`src/rtl/pp_pipeline_accel_axi2mat_row_reader.sv`:
```
// AXI4 read master that fetches a rows x cols frame from DDR and streams it out row by row.
// Build option: define PP_AXI2MAT_RRESP_CHECK_EN to flag non-OKAY read responses on err.
//
// state | meaning
// IDLE  | waiting for ap_start; frame parameters latched on start
// CALC  | derive byte pitch and beats per row from latched parameters
// ISSUE | issuing AR bursts, each confined to one row
// DRAIN | all ARs accepted; waiting for the last beat to leave downstream
// DONE  | ap_done high until ap_continue
module pp_pipeline_accel_axi2mat_row_reader #(
    parameter int DATA_W          = 64,
    parameter int PIX_BYTES       = 1,
    parameter int MAX_BURST       = 16,
    parameter int MAX_OUTSTANDING = 4
) (
    input  logic              ap_clk,
    input  logic              ap_rst_n,
    input  logic              ap_start,
    output logic              ap_done,
    input  logic              ap_continue,
    output logic              ap_idle,
    output logic              ap_ready,
    input  logic [63:0]       base_addr,
    input  logic [15:0]       rows,
    input  logic [15:0]       cols,
    input  logic [31:0]       stride,
    output logic [63:0]       m_axi_araddr,
    output logic [7:0]        m_axi_arlen,
    output logic              m_axi_arvalid,
    input  logic              m_axi_arready,
    input  logic [DATA_W-1:0] m_axi_rdata,
    input  logic [1:0]        m_axi_rresp,
    input  logic              m_axi_rlast,
    input  logic              m_axi_rvalid,
    output logic              m_axi_rready,
    output logic [DATA_W-1:0] out_tdata,
    output logic              out_tlast,
    output logic              out_tvalid,
    input  logic              out_tready,
    output logic              err
);
    localparam int BPB = DATA_W / 8;
    localparam int OW  = $clog2(MAX_OUTSTANDING + 1);
    localparam logic [16:0]   BURST_MAX = 17'(MAX_BURST);
    localparam logic [OW-1:0] OUTST_MAX = OW'(MAX_OUTSTANDING);

    typedef enum logic [2:0] {S_IDLE, S_CALC, S_ISSUE, S_DRAIN, S_DONE} state_t;

    state_t            state_q, state_d;
    logic [15:0]       rows_q, rows_d, cols_q, cols_d;
    logic [31:0]       stride_q, stride_d, pitch_q, pitch_d;
    logic [16:0]       bpr_q, bpr_d, beat_q, beat_d, r_beat_q, r_beat_d;
    logic [63:0]       row_addr_q, row_addr_d, araddr_q, araddr_d;
    logic [15:0]       ar_row_q, ar_row_d, acc_rows_q, acc_rows_d;
    logic [OW-1:0]     outst_q, outst_d;
    logic              arvalid_q, arvalid_d, ready_q, ready_d;
    logic [7:0]        arlen_q, arlen_d;
    logic [DATA_W-1:0] tdata_q, tdata_d;
    logic              tlast_q, tlast_d, tvalid_q, tvalid_d, err_q, err_d;

    logic        ar_hs, r_hs, o_hs, r_end;
    logic [31:0] row_bytes;
    logic [15:0] pitch_px;
    logic [16:0] remain, burst, beat_next;

    assign m_axi_rready = ~tvalid_q | out_tready;
    assign ar_hs        = arvalid_q & m_axi_arready;
    assign r_hs         = m_axi_rvalid & m_axi_rready;
    assign r_end        = r_hs & m_axi_rlast;
    assign o_hs         = tvalid_q & out_tready;

    assign row_bytes = 32'(cols_q) * 32'(PIX_BYTES);
    assign pitch_px  = (stride_q == 32'hFFFF_FFFF) ? cols_q : stride_q[15:0];
    assign remain    = bpr_q - beat_q;
    assign burst     = (remain > BURST_MAX) ? BURST_MAX : remain;
    assign beat_next = beat_q + 17'(arlen_q) + 17'd1;

    always_comb begin
        state_d    = state_q;
        rows_d     = rows_q;
        cols_d     = cols_q;
        stride_d   = stride_q;
        pitch_d    = pitch_q;
        bpr_d      = bpr_q;
        beat_d     = beat_q;
        r_beat_d   = r_beat_q;
        row_addr_d = row_addr_q;
        araddr_d   = araddr_q;
        ar_row_d   = ar_row_q;
        acc_rows_d = acc_rows_q;
        outst_d    = outst_q;
        arvalid_d  = arvalid_q;
        arlen_d    = arlen_q;
        ready_d    = 1'b0;
        tdata_d    = tdata_q;
        tlast_d    = tlast_q;
        tvalid_d   = tvalid_q;
        err_d      = err_q;

        if (ar_hs && !r_end)      outst_d = outst_q + 1'b1;
        else if (!ar_hs && r_end) outst_d = outst_q - 1'b1;

        // Row position on the R side is counted independently of rlast.
        if (r_hs) begin
            tdata_d  = m_axi_rdata;
            tvalid_d = 1'b1;
            tlast_d  = (r_beat_q == bpr_q - 17'd1);
            r_beat_d = (r_beat_q == bpr_q - 17'd1) ? 17'd0 : r_beat_q + 17'd1;
        end else if (out_tready) begin
            tvalid_d = 1'b0;
        end
        if (o_hs && tlast_q) acc_rows_d = acc_rows_q + 16'd1;

`ifdef PP_AXI2MAT_RRESP_CHECK_EN
        if (r_hs && m_axi_rresp != 2'b00) err_d = 1'b1;
`endif

        case (state_q)
            S_IDLE: if (ap_start) begin
                rows_d     = rows;
                cols_d     = cols;
                stride_d   = stride;
                row_addr_d = base_addr;
                ready_d    = 1'b1;
                err_d      = 1'b0;
                state_d    = S_CALC;
            end
            S_CALC: begin
                pitch_d    = 32'(pitch_px) * 32'(PIX_BYTES);
                bpr_d      = 17'((row_bytes + 32'(BPB - 1)) / 32'(BPB));
                beat_d     = 17'd0;
                r_beat_d   = 17'd0;
                ar_row_d   = 16'd0;
                acc_rows_d = 16'd0;
                state_d    = (rows_q == 16'd0 || cols_q == 16'd0) ? S_DONE : S_ISSUE;
            end
            S_ISSUE: begin
                if (ar_hs) begin
                    arvalid_d = 1'b0;
                    if (beat_next == bpr_q) begin
                        beat_d     = 17'd0;
                        row_addr_d = row_addr_q + {32'd0, pitch_q};
                        ar_row_d   = ar_row_q + 16'd1;
                        if (ar_row_q == rows_q - 16'd1) state_d = S_DRAIN;
                    end else begin
                        beat_d = beat_next;
                    end
                end else if (!arvalid_q && outst_q < OUTST_MAX) begin
                    arvalid_d = 1'b1;
                    araddr_d  = row_addr_q + 64'(beat_q) * 64'(BPB);
                    arlen_d   = 8'(burst - 17'd1);
                end
            end
            S_DRAIN: if (acc_rows_q == rows_q && outst_q == '0) state_d = S_DONE;
            S_DONE:  if (ap_continue) state_d = S_IDLE;
            default: state_d = S_IDLE;
        endcase
    end

    always_ff @(posedge ap_clk or negedge ap_rst_n) begin
        if (!ap_rst_n) begin
            state_q    <= S_IDLE;
            rows_q     <= '0;
            cols_q     <= '0;
            stride_q   <= '0;
            pitch_q    <= '0;
            bpr_q      <= '0;
            beat_q     <= '0;
            r_beat_q   <= '0;
            row_addr_q <= '0;
            araddr_q   <= '0;
            ar_row_q   <= '0;
            acc_rows_q <= '0;
            outst_q    <= '0;
            arvalid_q  <= 1'b0;
            arlen_q    <= '0;
            ready_q    <= 1'b0;
            tdata_q    <= '0;
            tlast_q    <= 1'b0;
            tvalid_q   <= 1'b0;
            err_q      <= 1'b0;
        end else begin
            state_q    <= state_d;
            rows_q     <= rows_d;
            cols_q     <= cols_d;
            stride_q   <= stride_d;
            pitch_q    <= pitch_d;
            bpr_q      <= bpr_d;
            beat_q     <= beat_d;
            r_beat_q   <= r_beat_d;
            row_addr_q <= row_addr_d;
            araddr_q   <= araddr_d;
            ar_row_q   <= ar_row_d;
            acc_rows_q <= acc_rows_d;
            outst_q    <= outst_d;
            arvalid_q  <= arvalid_d;
            arlen_q    <= arlen_d;
            ready_q    <= ready_d;
            tdata_q    <= tdata_d;
            tlast_q    <= tlast_d;
            tvalid_q   <= tvalid_d;
            err_q      <= err_d;
        end
    end

`ifndef PP_AXI2MAT_RRESP_CHECK_EN
    logic unused_rresp;
    assign unused_rresp = ^m_axi_rresp;
`endif

    // Held low during reset so a host never sees idle before the block is out of reset.
    assign ap_idle       = ap_rst_n & (state_q == S_IDLE) & ~ap_start;
    assign ap_done       = (state_q == S_DONE);
    assign ap_ready      = ready_q;
    assign m_axi_araddr  = araddr_q;
    assign m_axi_arlen   = arlen_q;
    assign m_axi_arvalid = arvalid_q;
    assign out_tdata     = tdata_q;
    assign out_tlast     = tlast_q;
    assign out_tvalid    = tvalid_q;
    assign err           = err_q;
endmodule

```
`config.mk`:
```
export PLATFORM = sky130hd
export DESIGN_NAME = pp_pipeline_accel_axi2mat_row_reader
export DESIGN_NICKNAME = d
export VERILOG_FILES = /design/src/rtl/pp_pipeline_accel_axi2mat_row_reader.sv
export SDC_FILE = /design/constraint.sdc
export NUM_CORES = 1
export LEC_CHECK = 0
export CAP_MARGIN = 20
export CORE_MARGIN = 10
export CORE_UTILIZATION = 40
export DETAILED_ROUTE_END_ITERATION = 16
export MAX_ROUTING_LAYER = met4
export SKIP_LAST_GASP = 1
export SLEW_MARGIN = 20
export SYNTH_ARGS = -nofsm -noshare
export SYNTH_HDL_FRONTEND = slang
export SYNTH_SLANG_ARGS = --single-unit
```
`constraint.sdc`:
```
create_clock -name ap_clk -period 3.9 [get_ports ap_clk]
set_input_delay 0.585 -clock ap_clk [delete_from_list [all_inputs] [get_ports ap_clk]]
set_output_delay 0.585 -clock ap_clk [all_outputs]
set_load 0.02 [all_outputs]
```
==> metrics <==
delay-heaviest family, CP=compound AO/OA/AOI/OAI gates; Cell Pwr Density=736.7 nW/um^2; commonest non-fill, non-tap cell in the layout=nand2_1; die span in y=252.0 um; Final Hold Vio Count=0; Sw Share=42.86%; core area=52,870 sq um; Max Slew Vio Count=0; number of enable flip-flop cells after synthesis=0; mean number of vias per cell=5.467; Final setup violation count=0; number of fill cells=4,934; share of layout cells above drive strength 1=under 10%; I/O pins=around 350; setup skew after layout=about 24 ps; Routed WL=approximately 74 mm; Syn Nets=2,851; final worst path period need=roughly 3800 ps; Die Wd=approximately 250 um; Crit path arrival time=4340 ps; CP Capture Type=register; antenna violations before repair=3; via count=roughly 20,000; clk buf depth=3; slew margin rel.=38.36%; initial core utilization=40.71%; CP cell instances=ha_1 > a21o_1 > a221o_2 > a21oi_4 > o21ai_1 > a211o_1 > a2111oi_4 > nand4_1 > buf_6 > a211o_1 > or4_1 > a21oi_2; post-route insts no fill=3,680; clock slew at reported path FFs=approximately 70 ps; R2R setup slack=~70 ps; total gr overflow=0; Net Sw Power=8.848 mW; CTS sink count=370; crit path max fanout=7; PortBufs=342; Mapped Cells=~2,600; most frequent cells in the layout=nand2_1 (631), dfrtp_1 (370), clkdlybuf4s50_1 (341), o21ai_0 (186), nor2_1 (171); largest net degree at the start of global routing=125; reg-to-reg startpoint=m_axi_arlen[6]$_DFFE_PN0P_; number of global-route vias before repair=19,520; CP startpoint=m_axi_arlen[6]$_DFFE_PN0P_; worst path required time=4410 ps; DP Cell Count=3,588; Mapped Area=roughly 22,000 sq um; syn avg cell area=8.335 sq um; wire length per cell=20.13 um; Seq/Total Area, Yosys=~43%; Peak Freq=0.2611 GHz; Worst R2R Path Depth=12; drt initial violations=1,879; Max Cap Violations=0; path type of the worst setup path=reg -> reg; slowest CP cell=dfrtp_1; Int Power=11.80 mW; Placer Congestion=about 0.94; final period utilization=98.20%; top_reg_cell synth=dfrtp_1; Worst Setup EP=ar_row_q[13]$_DFFE_PN0P_; outcome=finished clean; drt pass-1 iters=7; number of cells on the critical path=12; #FFs+latches synth=370; NumNets Final=3,224; global-route usage over all layers=23.08%; Yosys warnings=0; DIE AREA=63,480 sq um; Slew @ Worst Pin=roughly 920 ps; Gate power share=about half; CTS tree=built; total power=20.64 mW; Netlist cell types=78; H-tree depth=2; Worst Setup Start Kind=register; r2r endpoint=ar_row_q[13]$_DFFE_PN0P_; Fin Setup TNS=0 ps; Flop pwr share=32.1%; row count=84; part of the power in the clock network=19.6%; crit-path max cell delay=420 ps; WP buf/inv=1; Worst Hold Class=in -> async; Most Frequent Cell on Critical Path=a211o_1; Post-DP HPWL=56.22 mm; asr flop ratio synth=between 90% and 100%; clock root buffer=clkbuf_16; cts bufs inserted=43; DRC=0; Static Leak=12.41 nW; area grow syn2layout=30.20%; Clock Latency Late Sink=590 ps; Peak VDD IR=approximately 360 uV; Antenna Violating Nets Remaining=0; RSZ-0062 raised after global routing=true; global-route wire length before repair=113.8 mm
## final cells by class
cell class,count,area [sq um],share of cell area [%]
multi-input combinational,2009,11750,41.94
antenna,4,10.01,0.03572
clock buffer,62,1217,4.345
sequential,370,9259,33.04
tap,688,860.8,3.072
clock inverter,16,190.2,0.6787
inverter,62,232.7,0.8305
timing repair buffer,469,4498,16.05
## cells in the mapped netlist, types with 11 or more instances
| cell | instances | area (sq um) |
|---|---|---|
| o22a_1 | 14 | 122.6 |
| mux2i_1 | 21 | 210.2 |
| nor2_1 | 172 | 645.6 |
| nand2_1 | 635 | 2384 |
| xor2_1 | 102 | 893.4 |
| or3_1 | 26 | 162.7 |
| nor2b_1 | 14 | 87.58 |
| nand2b_1 | 15 | 93.84 |
| clkbuf_1 | 116 | 435.4 |
| inv_1 | 61 | 229.0 |
| nand3_1 | 83 | 415.4 |
| o21ai_0 | 188 | 940.9 |
| or4_1 | 11 | 82.58 |
| dfrtp_1 | 370 | 9259 |
| nor4_1 | 25 | 156.4 |
| buf_1 | 16 | 60.06 |
| o21a_1 | 12 | 90.09 |
| nor3b_1 | 11 | 82.58 |
| a31oi_1 | 30 | 187.7 |
| a21oi_1 | 136 | 680.7 |
| nor3_1 | 60 | 300.3 |
| ha_1 | 62 | 775.7 |
| and3_1 | 32 | 200.2 |
| o22ai_1 | 23 | 143.9 |
| nand4_1 | 52 | 325.3 |
| a21o_1 | 25 | 187.7 |
| xnor2_1 | 88 | 770.7 |
| a211oi_1 | 24 | 180.2 |
## cell families (layout without fill, tap and decap cells)
family          Yosys count  in the layout  share of synthesized area (%)
flops                   370            370                          43.02
simple gates           1181           1181                          24.55
buf+inv                 203            609                          3.616
other cells               1              5                        0.01743
fa+ha+maj                67             67                          4.070
mux                      26             26                          1.238
xor+xnor                193            193                          8.052
compound gates          541            541                          15.44
## power by group through the flow
| stage | Combinational (mW) | Sequential [mW] | Clock, mW |
|---|---|---|---|
| 6_report | 9.98 | 6.62 | 4.05 |
| 3_3_place_gp | 9.44 | 6.60 | 0 |
| 5_1_grt | 11.0 | 6.78 | 4.31 |
| 3_5_place_dp | 9.60 | 6.65 | 0 |
| 4_1_cts | 9.76 | 6.59 | 4.14 |
| 2_1_floorplan | 5.97 | 6.54 | 0 |
## registers in the layout, summed over array words and instances, names as in the netlist, 8 cells and up
register / flops
m_axi_arlen: 8
r_beat_q: 17
beat_q: 17
rows_q: 16
cols_q: 16
ar_row_q: 16
m_axi_araddr: 64
stride_q: 32
row_addr_q: 64
bpr_q: 14
acc_rows_q: 16
pitch_q: 16
out_tdata: 64
## stage by stage
stage / setup slack [ps] / area (sq um) / hold slack [ps] / utilization (%)
final: 70.24 / 28020 / 462.4 / 53.00
after detailed placement: -268.1 / 26250 / 457.1 / 49.65
after CTS: -0.03908 / 27760 / 454.6 / 52.51
after floorplan: 52.96 / 21530 / 289.4 / -
after global placement: -261.4 / 26250 / 458.2 / 49.65
after global routing: -105.3 / 28020 / 467.0 / 53.00
## worst min-delay path by stage
stage | startpoint | endpoint | slack [ps] | cells past startpoint
detailed placement | ap_rst_n | m_axi_araddr[7]$_DFFE_PN0P_ | 460 | 1
CTS | ap_rst_n | beat_q[6]$_DFFE_PN0P_ | 450 | 2
global placement | ap_rst_n | m_axi_arlen[5]$_DFFE_PN0P_ | 460 | 1
global route | ap_rst_n | m_axi_arlen[5]$_DFFE_PN0P_ | 470 | 2
finish | ap_rst_n | beat_q[6]$_DFFE_PN0P_ | 460 | 2
floorplan | ap_rst_n | acc_rows_q[0]$_DFFE_PN0P_ | 290 | 0
## metal layers
layer / track usage (%) / routed length (um) / part of all wire [%] / vias to the layer above
li1: - / - / - / 9693
met1: 30.55 / 33620 / 45 / 9677
met2: 34.98 / 32780 / 44 / 655
met3: 5.819 / 5987 / 8.1 / 92
met4: 5.435 / 1685 / 2.3 / 0
met5: - / 0 / 0 / -
## what timing repair did
action	in CTS	in global routing
setup endpoints to repair	45	28
hold endpoints to repair	19	0
hold buffers	1	0
buffers inserted	1	6
gates cloned	0	2
pin swaps	4	11
gates resized for setup	17	29
No activity file was read; power rests on OpenSTA's default activity.
